[src/rtl/konami2_bus_master.sv]
// Konami-2 (052001-style) bus initiator: turns one word request into an AS/RWb/ADDR cycle,
// completes it on active-low DTAC and aborts with err if DTAC never arrives.
module konami2_bus_master #(
  parameter int ADDR_W    = 16,
  parameter int DATA_W    = 8,
  parameter int TIMEOUT   = 64,
  parameter int SETUP_CYC = 1
) (
  input  logic              CLK12,
  input  logic              RESETn,
  input  logic              CE,
  input  logic              req,
  input  logic              we,
  input  logic [ADDR_W-1:0] addr,
  input  logic [DATA_W-1:0] wdata,
  output logic              ready,
  output logic [DATA_W-1:0] rdata,
  output logic              done,
  output logic              err,
  output logic              AS,
  output logic              RWb,
  output logic [ADDR_W-1:0] ADDR,
  output logic [DATA_W-1:0] DOUT,
  output logic              DOE,
  input  logic [DATA_W-1:0] DIN,
  input  logic              DTAC
);

  localparam int WCNT_W = $clog2(TIMEOUT) + 1;
  localparam int SCNT_W = $clog2(SETUP_CYC) + 1;

  typedef enum logic [2:0] {
    ST_IDLE    = 3'd0,
    ST_SETUP   = 3'd1,
    ST_STROBE  = 3'd2,
    ST_HOLD    = 3'd3,
    ST_RELEASE = 3'd4
  } state_t;

  state_t              state_q;
  logic                dtac_q;
  logic [WCNT_W-1:0]   wcnt_q;
  logic [SCNT_W-1:0]   scnt_q;
  logic                ready_q;
  logic                done_q;
  logic                err_q;
  logic                as_q;
  logic                rwb_q;
  logic                doe_q;
  logic [ADDR_W-1:0]   addr_q;
  logic [DATA_W-1:0]   dout_q;
  logic [DATA_W-1:0]   rdata_q;

  // DTAC is sampled every clock, independent of CE, so decisions see a one-cycle-old value
  always_ff @(posedge CLK12 or negedge RESETn) begin
    if (!RESETn) begin
      dtac_q <= 1'b1;
    end else begin
      dtac_q <= DTAC;
    end
  end

  // Bus-cycle sequencer; everything except dtac_q freezes while CE=0
  always_ff @(posedge CLK12 or negedge RESETn) begin
    if (!RESETn) begin
      state_q <= ST_IDLE;
      wcnt_q  <= {WCNT_W{1'b0}};
      scnt_q  <= {SCNT_W{1'b0}};
      ready_q <= 1'b1;
      done_q  <= 1'b0;
      err_q   <= 1'b0;
      as_q    <= 1'b1;
      rwb_q   <= 1'b1;
      doe_q   <= 1'b0;
      addr_q  <= {ADDR_W{1'b0}};
      dout_q  <= {DATA_W{1'b0}};
      rdata_q <= {DATA_W{1'b0}};
    end else if (CE) begin
      done_q <= 1'b0;
      err_q  <= 1'b0;
      case (state_q)
        ST_IDLE: begin
          if (req) begin
            addr_q  <= addr;
            rwb_q   <= ~we;
            dout_q  <= wdata;
            doe_q   <= we;
            scnt_q  <= {SCNT_W{1'b0}};
            ready_q <= 1'b0;
            state_q <= ST_SETUP;
          end
        end
        ST_SETUP: begin
          if (scnt_q == SCNT_W'(SETUP_CYC - 1)) begin
            as_q    <= 1'b0;
            wcnt_q  <= {WCNT_W{1'b0}};
            state_q <= ST_STROBE;
          end else begin
            scnt_q <= scnt_q + SCNT_W'(1);
          end
        end
        ST_STROBE: begin
          // An acknowledge on the last wait cycle still completes the access
          if (!dtac_q) begin
            if (rwb_q) begin
              rdata_q <= DIN;
            end
            state_q <= ST_HOLD;
          end else if (wcnt_q == WCNT_W'(TIMEOUT - 1)) begin
            as_q    <= 1'b1;
            err_q   <= 1'b1;
            state_q <= ST_RELEASE;
          end else begin
            wcnt_q <= wcnt_q + WCNT_W'(1);
          end
        end
        ST_HOLD: begin
          as_q    <= 1'b1;
          done_q  <= 1'b1;
          state_q <= ST_RELEASE;
        end
        ST_RELEASE: begin
          if (dtac_q) begin
            doe_q   <= 1'b0;
            rwb_q   <= 1'b1;
            ready_q <= 1'b1;
            state_q <= ST_IDLE;
          end
        end
        default: begin
          as_q    <= 1'b1;
          rwb_q   <= 1'b1;
          doe_q   <= 1'b0;
          ready_q <= 1'b1;
          state_q <= ST_IDLE;
        end
      endcase
    end
  end

  assign ready = ready_q;
  assign rdata = rdata_q;
  assign done  = done_q;
  assign err   = err_q;
  assign AS    = as_q;
  assign RWb   = rwb_q;
  assign ADDR  = addr_q;
  assign DOUT  = dout_q;
  assign DOE   = doe_q;

endmodule

[config.mk]
export PLATFORM = sky130hd
export DESIGN_NAME = konami2_bus_master
export DESIGN_NICKNAME = d
export VERILOG_FILES = /design/src/rtl/konami2_bus_master.sv
export SDC_FILE = /design/constraint.sdc
export NUM_CORES = 1
export LEC_CHECK = 0
export CAP_MARGIN = 10
export CORE_MARGIN = 2
export CORE_UTILIZATION = 38
export DETAILED_ROUTE_END_ITERATION = 10
export PLACE_DENSITY = 0.66
export RECOVER_POWER = 25
export SKIP_CTS_REPAIR_TIMING = 1
export SLEW_MARGIN = 20
export SYNTH_ARGS = -nofsm -noshare
export SYNTH_HDL_FRONTEND = slang
export SYNTH_SLANG_ARGS = --single-unit
[constraint.sdc]
create_clock -name CLK12 -period 1.82 [get_ports CLK12]
set_input_delay 0.182 -clock CLK12 [delete_from_list [all_inputs] [get_ports CLK12]]
set_output_delay 0.182 -clock CLK12 [all_outputs]
set_load 0.02 [all_outputs]
## Yosys cells after proc, flatten, opt, wreduce, memory -nomap -nowiden

Cells that the tools add are included.

- Bitwise gates (word level): 4
- Reduce and logical (&&, ||, !) cells: 12
- $add $sub $neg: 2
- Multiplexer cells: 28
- Equality and inequality tests: 12

Operator list:

| cell | count |
|---|---|
| 7-bit 2-to-1 mux | 3 |
| 3-bit 2-to-1 mux | 5 |
| 3-bit one-hot mux with 5 select lines | 1 |
| 5-bit AND reduction | 3 |
| 7-bit one-hot mux with 2 select lines | 1 |
| 1-bit 2-to-1 mux | 13 |
| 2-bit != test, second input constant | 6 |
| 1-bit one-hot mux with 3 select lines | 4 |
| 4-bit AND reduction | 2 |
| 7-bit by 1-bit adder with 7-bit output, second input constant | 1 |
| 7-bit by 6-bit == test with 1-bit output, second input constant | 1 |
| 3-bit by 2-bit == test with 1-bit output, second input constant | 2 |
| 3-bit AND reduction | 2 |
| 1-bit NOT | 4 |
| 2-bit nonzero test | 2 |
| 3-bit by 1-bit == test with 1-bit output, second input constant | 1 |
| 3-bit == test, second input constant | 1 |
| 3-bit zero test | 1 |
| 3-bit != test, second input constant | 1 |
| 3-bit OR reduction | 1 |
| 1-bit one-hot mux with 2 select lines | 1 |
| 2-bit OR reduction | 1 |
| 1-bit adder, second input constant | 1 |

- Register bits after elaboration: 50

## Logic depth before layout (Yosys ltp)

- Depth after elaboration: 4
- Gate-level depth with buffers: 6
- Mapped depth without buffers: 5

## Least setup slack after synthesis

No wires, ideal clock.

- Path kind: register to register
- From: reg state_q[0]
- To: reg wcnt_q[1]
- Data arrival time: 1.467 ns
- Cell stages (with the launch flop): 7
- Period minus slack after synthesis: 1.546 ns
- Library setup time: 0.079 ns
- Path slack: 0.274 ns
- Required time: 1.741 ns
- Cells stage by stage: dfrtp_1 > buf_4 > nor3b_4 > and3_1 > buf_4 > a21o_4 > mux2i_1

- Word-level cells in the longest chain between the ends: 3
- Elaborated cells between the ends (all ways): 8

Ends and longest elaborated chain:

| element | RTL line | RTL |
|---|---|---|
| start: declaration | 40 | `state_t state_q;` |
| start signal: assignment | 66 | `state_q <= ST_IDLE;` |
| start signal: assignment | 90 | `state_q <= ST_SETUP;` |
| start signal: assignment | 97 | `state_q <= ST_STROBE;` |
| 3-bit by 2-bit == test with 1-bit output / 3-bit by 1-bit == test with 1-bit output (equally long branches) | 81 | `case (state_q)` |
| 2-bit != test (no source line) / 2-bit nonzero test (equally long branches) | - |  |
| 5-bit AND reduction (no source line) | - |  |
| end signal: assignment | 67 | `wcnt_q <= {WCNT_W{1'b0}};` |
| end signal: assignment | 96 | `wcnt_q <= {WCNT_W{1'b0}};` |
| end signal: assignment | 114 | `wcnt_q <= wcnt_q + WCNT_W'(1);` |
| end: declaration | 42 | `logic [WCNT_W-1:0] wcnt_q;` |

Several ways; a longest one is shown, not always the timed one.
A chain may end at the register's enable or synchronous reset.

## Final worst setup path

- From: reg rwb_q, in the netlist RWb
- To: out RWb

RTL lines:

| element | RTL line | RTL |
|---|---|---|
| start: declaration | 48 | `logic rwb_q;` |
| start signal: assignment | 85 | `rwb_q <= ~we;` |
| end: declaration | 21 | `output logic RWb,` |

No word-level cell between the ends.

==> summary.txt <==
Yosys
  • Post-Syn Instances: 153
  • Async SR Flop Fraction: 100%
  • Yosys warning count: 0
  • Primary FF master, synth: dfrtp_1
  • Share of the synthesized area in the top cell type: 53.8%
  • Synthesized cell area: 2090 um^2
  • Synthesized flop and latch total: 49
  • Syn_area_per_cell: 13.7 um^2
  • Distinct cells, synth: 37
  • Synth top area cells: dfrtp_1 54%, mux2_2 16%, dfstp_2 5.0%
  • Post-synth EDFFs: 0
  • Synthesized Nets: 192
  • Seq/Total Area, Yosys: 58.9%
  • Synth area leader: dfrtp_1

Floorplanning
  • Io pins: 76
  • Die Wd: 78.2 um
  • Die height: 78.2 um
  • Row Count: 27
  • Die area: 6110 um^2
  • Placeable Area: 5410 um^2
  • Initial Util: 38.7%

CTS
  • CTS buffer count: 5
  • CTS HTree Levels: 2
  • Clock tree from TritonCTS: yes
  • Clk sinks: 49
  • Root Driver: clkbuf_8
  • Insertion delay of the later-clocked pin in the worst-skew pair: 300 ps
  • Clock buffer depth: 2
  • Clk slew on worst S/H paths: 90 ps

Critical path
  • Setup crit start kind: flop
  • CP max-delay cell: clkdlybuf4s50_1
  • CP Max Fanout: 4
  • Cell family with most CP delay: buffers and inverters
  • Critical-path cell list: clkdlybuf4s50_1
  • Worst path bufs/invs: 1
  • WP data arrival: 1540 ps
  • WP data required: 1640 ps
  • Setup crit end kind: output port
  • Cell count along the critical path: 1
  • R2R cell count: 4
  • Crit path largest cell delay: 630 ps
  • R2r setup slk: 180 ps
  • Critical path type: reg -> out

STA
  • RSZ-0062 raised after global routing: false
  • Part of the cycle the worst path needs: 94.4%
  • Min cycle time layout: 1720 ps
  • Maximum clock rate: 582 MHz
  • PnR worst setup slack: 102 ps
  • Setup tns final: 0 ps
  • Max Clock Skew: 5.07 ps
  • Worst slew margin: 25.4%
  • Slew Viols, Final: 0
  • Final Hold Viols: 0
  • Slew at the pin closest to its max-slew limit: 1120 ps
  • Final setup fails: 0

Detailed routing
  • Vias/cell: 4.80
  • Detailed router's first-iteration violation count: 124
  • Final ANT Viol Nets: 0
  • DRC Markers: 0
  • Wire per inst: 14.2 um
  • Vias post-DR: 1487
  • WL final: 4.39 mm
  • Drt first pass iters: 4

Global route
  • Number of global-route vias before repair: 1564
  • Initial antenna violation count: 0
  • First-pass GRT wire length: 7.38 mm
  • Gr usage total: 15.4%
  • Grt ovf: 0
  • Largest net degree at the start of global routing: 32

Power and ir drop
  • Sequential share of power: 38.9%
  • Sw Share: 35.9%
  • Peak VDD IR: 0.000843 V
  • Power density cells: 1620 nW/um^2
  • Final Power: 4.92 mW
  • Combinational fraction of design power: 48.4%
  • Internal Power: 3.16 mW
  • Static Leak: 1.28 nW
  • P_sw: 1.77 mW
  • Clock network fraction of design power: 12.7%

Layout
  • Share of cells above drive strength 1: 22.7%
  • Layout net count: 276
  • Ant diodes: 0
  • Cell area after layout: 3050 um^2
  • Area grow syn2layout: 45.6%
  • Post-layout util: 56.3%

Run
  • Max-cap violations: 0

Hold path
  • Worst hold path type: in -> reg
  • Worst hold path depth: 1

Placed design
  • Placed Area: 2950 um^2
  • Final GP Congestion: 0.768
  • Port-buffer cells: 75
  • DPL Wire Length: 3.23 mm
  • Dpl ws: 116 ps

Status
  • Status: completed
layout by cell type (no fill, tap or decap), types with 2 or more instances in the layout:
cell,instances
clkdlybuf4s50_1,73
inv_1,4
clkbuf_8,5
nor2_2,2
nor3_1,3
nand3_1,3
mux2i_1,3
nand2b_1,2
mux2_2,30
clkbuf_1,3
a31oi_1,4
o31ai_1,2
o22ai_1,2
buf_4,7
a21oi_1,4
dfrtp_1,45
dlygate4sd3_1,2
dfstp_2,4
o21ai_0,2
a32o_1,2
mux2_1,4
nand2_1,10
and3_1,3
cell families after synthesis:
logic type / count (synthesis) / synth area share [%]
compound gates: 24 / 8.55
flops: 49 / 58.9
mux: 37 / 19.7
buf+inv: 11 / 2.99
fa+ha+maj: 1 / 0.598
simple gates: 31 / 9.27
routing by layer:
layer	track usage [%]	vias up	part of all wire, %	routed length, um
met5	0	-	0	0
met4	6.49	0	2.0	88
met3	5.75	9	7.7	336
met2	24.2	43	47	2040
met1	19.2	710	44	1920
li1	-	725	-	-
area by class of cell:
class	count	area, um^2
flip-flops and latches	49	1230
well taps	72	90.1
fillers	497	2360
clock inverters	1	7.51
multi-input cells	93	798
clock buffers	7	76.3
inverters	4	15.0
repair buffers	84	827
cell usage after synthesis, drive strengths merged (2+ instances only):
library cell	instances
nand2b	2
mux2	34
and3	3
inv	4
dfstp	4
a31oi	4
mux2i	3
buf	7
a32o	2
a21oi	4
nand2	10
o21ai	2
nand3	4
nand4	2
nor2	3
nor3	3
o22ai	2
dfrtp	45
o31ai	2
power groups by stage:
stage | combinational (mW) | clock, mW | sequential [mW]
final | 2.38 | 0.624 | 1.92
after global routing | 2.55 | 0.689 | 2.00
after CTS | 2.41 | 0.652 | 1.92
after detailed placement | 2.41 | 0 | 1.93
after global placement | 2.39 | 0 | 1.92
after floorplan | 0.865 | 0 | 2.36
metrics by stage:
step / hold slack (ps) / cells
after floorplan: -114 / 153
after global placement: 153 / 301
after detailed placement: 158 / 301
after CTS: -179 / 309
after global routing: 428 / 310
final: 415 / 310
state kept, by name, summed over array words and instances, names as in the netlist, 3 cells and up:
| name | flops |
|---|---|
| wcnt_q | 7 |
| rdata | 8 |
| state_q | 3 |
| DOUT | 8 |
| ADDR | 16 |
path summary, 6_finish.rpt:
check | start | to
min in group asynchronous | RESETn | rdata[3]
hold reg to reg | ADDR[7] | ADDR[7]
setup reg to reg | state_q[2] | DOE
setup / recovery | RWb | RWb
hold / removal | DTAC | dtac_q
max in group asynchronous | RESETn | RWb
No activity file was read; power rests on OpenSTA's default activity.
==> variant 1 (config.mk and constraints unchanged) <==
Set the parameter `TIMEOUT` to 128 (it was 64).
--- a/src/rtl/konami2_bus_master.sv
+++ b/src/rtl/konami2_bus_master.sv
@@ -3,7 +3,7 @@
 module konami2_bus_master #(
   parameter int ADDR_W    = 16,
   parameter int DATA_W    = 8,
-  parameter int TIMEOUT   = 64,
+  parameter int TIMEOUT   = 128,
   parameter int SETUP_CYC = 1
 ) (
   input  logic              CLK12,
Formal check against the unedited RTL: no difference found for any inputs over 10 cycles, from zero or initial values and one cycle with RESETn low; that may be too few to reach the edited logic, so the function may still have changed.
==> variant 1 against the unedited design <==
Cell area increased by 3.9%. Power is 5.0% higher. Worst setup slack better by 0.031 ns. Sequential cell count is 1 higher. Non-clock buffer count fell by 3. Routed wire length rose by 5.8%. Synthesized cell count grew 6.5%. Synthesized area up 4.7%. Global-route usage grew 0.33 points. Worst hold slack got worse by 0.21 ns. Critical path type unchanged.
==> variant 1: results (changes against the unedited design) <==
- The proportion of layout cells with a drive suffix above 1 was 0.146 (-0.0811).
- The hold slack came to 0.203 ns (-0.212 ns).
- The routed wire length on met3 is 229 um (-32%).
- The count of unique library cells instantiated by Yosys is 39 (+5.4%).
- The post-layout instance count excluding filler cells is 319 (+2.9%).
- The met2 demand-to-capacity share in global routing came to 0.260 (+0.0178).
- The switching share of power was 0.358 (-0.00129).
- The instance count of the mapped netlist is 163 (+6.5%).
- The wire length on met2 came to 2310 um (+13%).
- The count of vias placed by the detailed router is 1,579 (+6.2%).
- The type of the worst min-delay path is primary input to asynchronous set/reset pin.
- The clock group share of total power is 0.148 (+0.021).
- The clock-pin slew reported for the worst setup and hold paths after clock tree synthesis was 0.09 ns (about the same).
- The routed metal-1 wire length is 2040 um (+6.4%).
- The number of placed instances with taps included is 311 (+3.3%).
- Ranked by total cell area, the synthesized netlist is headed by sky130_fd_sc_hd__dfrtp_1 (53%), sky130_fd_sc_hd__mux2_1 (12%), sky130_fd_sc_hd__mux2_4 (5.5%), sky130_fd_sc_hd__dfstp_2 (4.8%), sky130_fd_sc_hd__a21oi_1 (1.6%).
- The global-route wire length before repair is 7720 um (+4.6%).
- The global-route usage over all layers is 0.157 (+0.00331).
- The met3 capacity usage during global routing is 0.0373 (-0.0201).
- The beginning of the worst register-to-register path is wcnt_q[0]$_DFFE_PN0P_.
- The worst setup slack after placement is 0.158 ns (+0.0419 ns).
- The met1 layer usage reported by global route is 0.201 (+0.00946).
- The endpoint identified for the worst register-to-register timing path is state_q[1]$_DFFE_PN0P_.
- The total wire length after detailed routing was 4640 um (+5.8%).
- The arrival time of data at the critical path endpoint is 1.51 ns (-0.03 ns).
- By count the netlist is led by sky130_fd_sc_hd__dfrtp_1 (46), sky130_fd_sc_hd__mux2_1 (24), sky130_fd_sc_hd__mux2_4 (8), sky130_fd_sc_hd__nand2_1 (8).
- The worst-case vdd ir drop came to 780 uV (-7.5%).
- The detailed-placement wirelength estimate came to 3430 um (+6.0%).
- The final setup skew came to 0.00265 ns (-0.00242 ns).
- The number of levels in the clock H-tree came to 2 (unchanged).
- The net total in the final layout was 285 (+3.3%).
- The register area share after synthesis is 0.574 (-0.0148).
- The leakage dissipation came to 1.34 nW (+4.3%).
- The cell area reported after detailed placement is 3050 sq um (+3.4%).
- The area taken by flip-flops and latches is 1260 sq um (+2.0%).
- The number of DRC violations after detailed-routing iteration 0 is 77 (-38%).
- The post-synthesis net count came to 202 (+5.2%).
- The count of fill cells added during filler insertion is 492 (-1.0%).
- The maximum clock rate is 593 MHz (+1.8%).
- The headroom to the max-slew limit came to 0.192 (-0.0621).
- The depth of the most critical reg-to-reg path is 5 (+1).
- The power after layout is 5.17 mW (+5.0%).
- The peak fanout along the critical path is 3 (-1).
- The worst-skew pair later-pin latency is 0.30 ns (about the same).
- The largest net degree at the start of global routing is 51 (+59%).
- The sequential cell fraction of total power is 0.377 (-0.012).
- The run finished with clean final reports.
- The TritonCTS buffer count is 5 (unchanged).
- The final weighted congestion in routability-driven placement came to 0.818 (+6.6%).
[variant 1: cell count changes after synthesis, sizes merged, moves of 2 or more]
cell    unedited run  this run
a21oi              4         9
buf                7         3
inv                4         7
o21ai              2         6
clkbuf             0         2
nand2             10         8
o211ai             0         2
o22ai              2         0
a41oi              0         2
nor2               3         8
mux2              34        32
nor3               3         0
nand2b             2         4
[variant 1: final cells by class]
class / instances / area share
Clock buffer: 6 / 0.0229
Inverter: 7 / 0.00830
Sequential cell: 50 / 0.397
Timing Repair Buffer: 81 / 0.253
Multi-Input combinational cell: 101 / 0.278
Tap cell: 72 / 0.0285
Clock inverter: 2 / 0.0119
[variant 1: logic make-up after synthesis]
family                     count (synthesis)  share of synthesized area
AOI/OAI and AO/OA                         33                      0.107
adders and majority gates                  1                    0.00571
buffers and inverters                     12                     0.0251
DFF                                       50                      0.574
muxes                                     34                      0.187
and+or+nand+nor                           33                      0.101
==> variant 2 (same flow settings) <==
Made on the original files. The 5 states of `state_t` get a Gray code encoding in 3 bits.
--- a/src/rtl/konami2_bus_master.sv
+++ b/src/rtl/konami2_bus_master.sv
@@ -30,11 +30,11 @@
   localparam int SCNT_W = $clog2(SETUP_CYC) + 1;
 
   typedef enum logic [2:0] {
-    ST_IDLE    = 3'd0,
-    ST_SETUP   = 3'd1,
-    ST_STROBE  = 3'd2,
-    ST_HOLD    = 3'd3,
-    ST_RELEASE = 3'd4
+    ST_IDLE    = 3'b000,
+    ST_SETUP   = 3'b001,
+    ST_STROBE  = 3'b011,
+    ST_HOLD    = 3'b010,
+    ST_RELEASE = 3'b110
   } state_t;
 
   state_t              state_q;
Function: no difference found for any inputs over 10 cycles, from zero or initial values and one cycle with RESETn low; not proved beyond that.
==> variant 2 against the unedited design <==
Routed wire length decreased by 0.93%. Via count is 2.0% higher. Critical path type is now register to register. Cell area is 0.70% higher. Die area rose by 0.23%. Clock skew is 0.0037 ns higher. Sequential share of layout area down 0.28 points. Non-clock buffer count unchanged. Critical endpoint is now ADDR[14]$_DFFE_PN0P_. Power fell by 4.4%. Sequential cell count unchanged. Critical path depth grew 3. Synthesized area up 0.24%. Worst setup slack gained 0.042 ns.
==> variant 2: results (changes against the unedited design) <==
- The run finished with clean final reports.
- The worst-case vdd ir drop is 801 uV (-5.0%).
- The final setup skew came to 0.00873 ns (+0.00367 ns).
- For hold timing, the worst endpoint is dtac_q$_DFF_PN1_.
- The number of pins with negative max-slew slack in the final report is 0 (unchanged).
- The final weighted congestion in routability-driven placement is 0.846 (+10%).
- The arrival time of data at the critical path endpoint is 1.85 ns (+0.31 ns).
- The clock-pin slew reported for the worst setup and hold paths after clock tree synthesis is 0.09 ns (about the same).
- In this run the critical register-to-register path is captured at ADDR[14]$_DFFE_PN0P_.
- The worst setup slack for register-to-register paths was 0.14 ns (-0.04 ns).
- The largest net degree at the start of global routing was 50 (+56%).
- The number of levels in the clock H-tree is 2 (unchanged).
- The detailed-placement wirelength estimate is 3130 um (-3.2%).
- The register area share after synthesis is 0.587 (-0.00140).
- The average cell area after synthesis is 13.4 sq um (-2.3%).
- The flip-flop count of the largest register, all copies and words added came to 16 (unchanged).
- By area the synthesized netlist is led by sky130_fd_sc_hd__dfrtp_1 (54%), sky130_fd_sc_hd__mux2_2 (19%), sky130_fd_sc_hd__dfstp_2 (5.0%), sky130_fd_sc_hd__buf_2 (1.4%), sky130_fd_sc_hd__nand3_1 (1.4%).
- The depth of the most critical reg-to-reg path is 4 (unchanged).
- The worst-skew pair later-pin latency is 0.29 ns.
- The worst-margin pin slew is 1.17 ns (+0.0546 ns).
- The buffer cell driving the clock tree root is sky130_fd_sc_hd__clkbuf_8.
- The via count of the first global-routing pass came to 1,668 (+6.6%).
- The buffer depth of the longest clock path is 2 (unchanged).
- The number of buffers inserted by port buffering came to 75 (unchanged).
- The count of unique library cells instantiated by Yosys is 37 (unchanged).
- The startpoint identified for the worst hold timing path is DTAC.
- The path class of the tightest hold or removal check is primary input to register.
- By count the netlist is led by sky130_fd_sc_hd__dfrtp_1 (45), sky130_fd_sc_hd__mux2_2 (35), sky130_fd_sc_hd__nand2_1 (8).
- The per-cell routed wire length is 13.8 um (-2.2%).
- The TritonCTS buffer count is 5 (unchanged).
- The via count normalized by instance count is 4.83 (+0.72%).
- The fraction of registers with async set/reset came to 1.00 (unchanged).
- The number of iterations in the first detailed-routing pass is 4 (unchanged).
- The cell depth of the worst min-delay path came to 1 (unchanged).
- The count of warnings emitted by yosys is 0 (unchanged).
- The hold slack was 0.430 ns (+0.0143 ns).
- The class of the most critical setup path is register to register.
- The number of DRC violations after detailed-routing iteration 0 is 92 (-26%).
- The initial antenna violation count came to 0 (unchanged).
- The peak fanout along the critical path is 27 (+23).
- The post-synthesis net count is 196 (+2.1%).
- The count of inserted antenna diode cells is 0 (unchanged).
- The global-route usage over all layers is 0.158 (+0.00344).
- The leakage dissipation is 1.29 nW (+0.62%).
- The proportion of layout cells with a drive suffix above 1 is 0.244 (+0.0169).
- The global-route wire length before repair was 7620 um (+3.2%).
- The count of fill cells added during filler insertion was 472 (-5.0%).
- The net total in the final layout is 280 (+1.4%).
- The beginning of the worst register-to-register path is state_q[1]$_DFFE_PN0P_.
==> variant 2: stage by stage <==
stage	util	std cells	instance area, sq um	setup slack (ns)
floorplan	-	157	2100	0.226
global placement	0.553	305	2990	0.0805
detailed placement	0.553	305	2990	0.0295
CTS	0.568	313	3070	0.106
global route	0.567	314	3070	0.00598
finish	0.567	314	3070	0.144
==> variant 2: cell families after synthesis <==
| kind of cell | synth area share |
|---|---|
| and+or+nand+nor | 0.115 |
| DFF | 0.587 |
| buffers and inverters | 0.0286 |
| muxes | 0.188 |
| adders and majority gates | 0.00597 |
| AOI/OAI and AO/OA | 0.0752 |
==> variant 2: worst max-delay path, stage by stage (launching register included) <==
cell and delay [ns]:
sky130_fd_sc_hd__dfrtp_1 0.53, sky130_fd_sc_hd__nor2_1 0.20, sky130_fd_sc_hd__and4_1 0.26, sky130_fd_sc_hd__buf_12 0.20
sky130_fd_sc_hd__mux2_2 0.35
==> variant 2: report_power, final <==
part	leakage, nW	switching [mW]	internal (mW)
logic	0.649	0.996	1.22
registers	0.603	0.324	1.56
clock network	0.0395	0.333	0.274
==> variant 2: final cells by class <==
type                    count  share of cell area
repair buffers             84               0.273
well taps                  72              0.0294
inverters                   5             0.00612
flip-flops and latches     49               0.401
multi-input cells          96               0.264
clock buffers               8              0.0261
==> variant 2: metal layers <==
| layer | global-route usage | wire [um] | share of wire |
|---|---|---|---|
| met1 | 0.196 | 1930 | 0.44 |
| met2 | 0.253 | 2030 | 0.47 |
| met3 | 0.0667 | 364 | 0.084 |
| met4 | 0.0421 | 26 | 0.0060 |
| met5 | 0 | 0 | 0 |
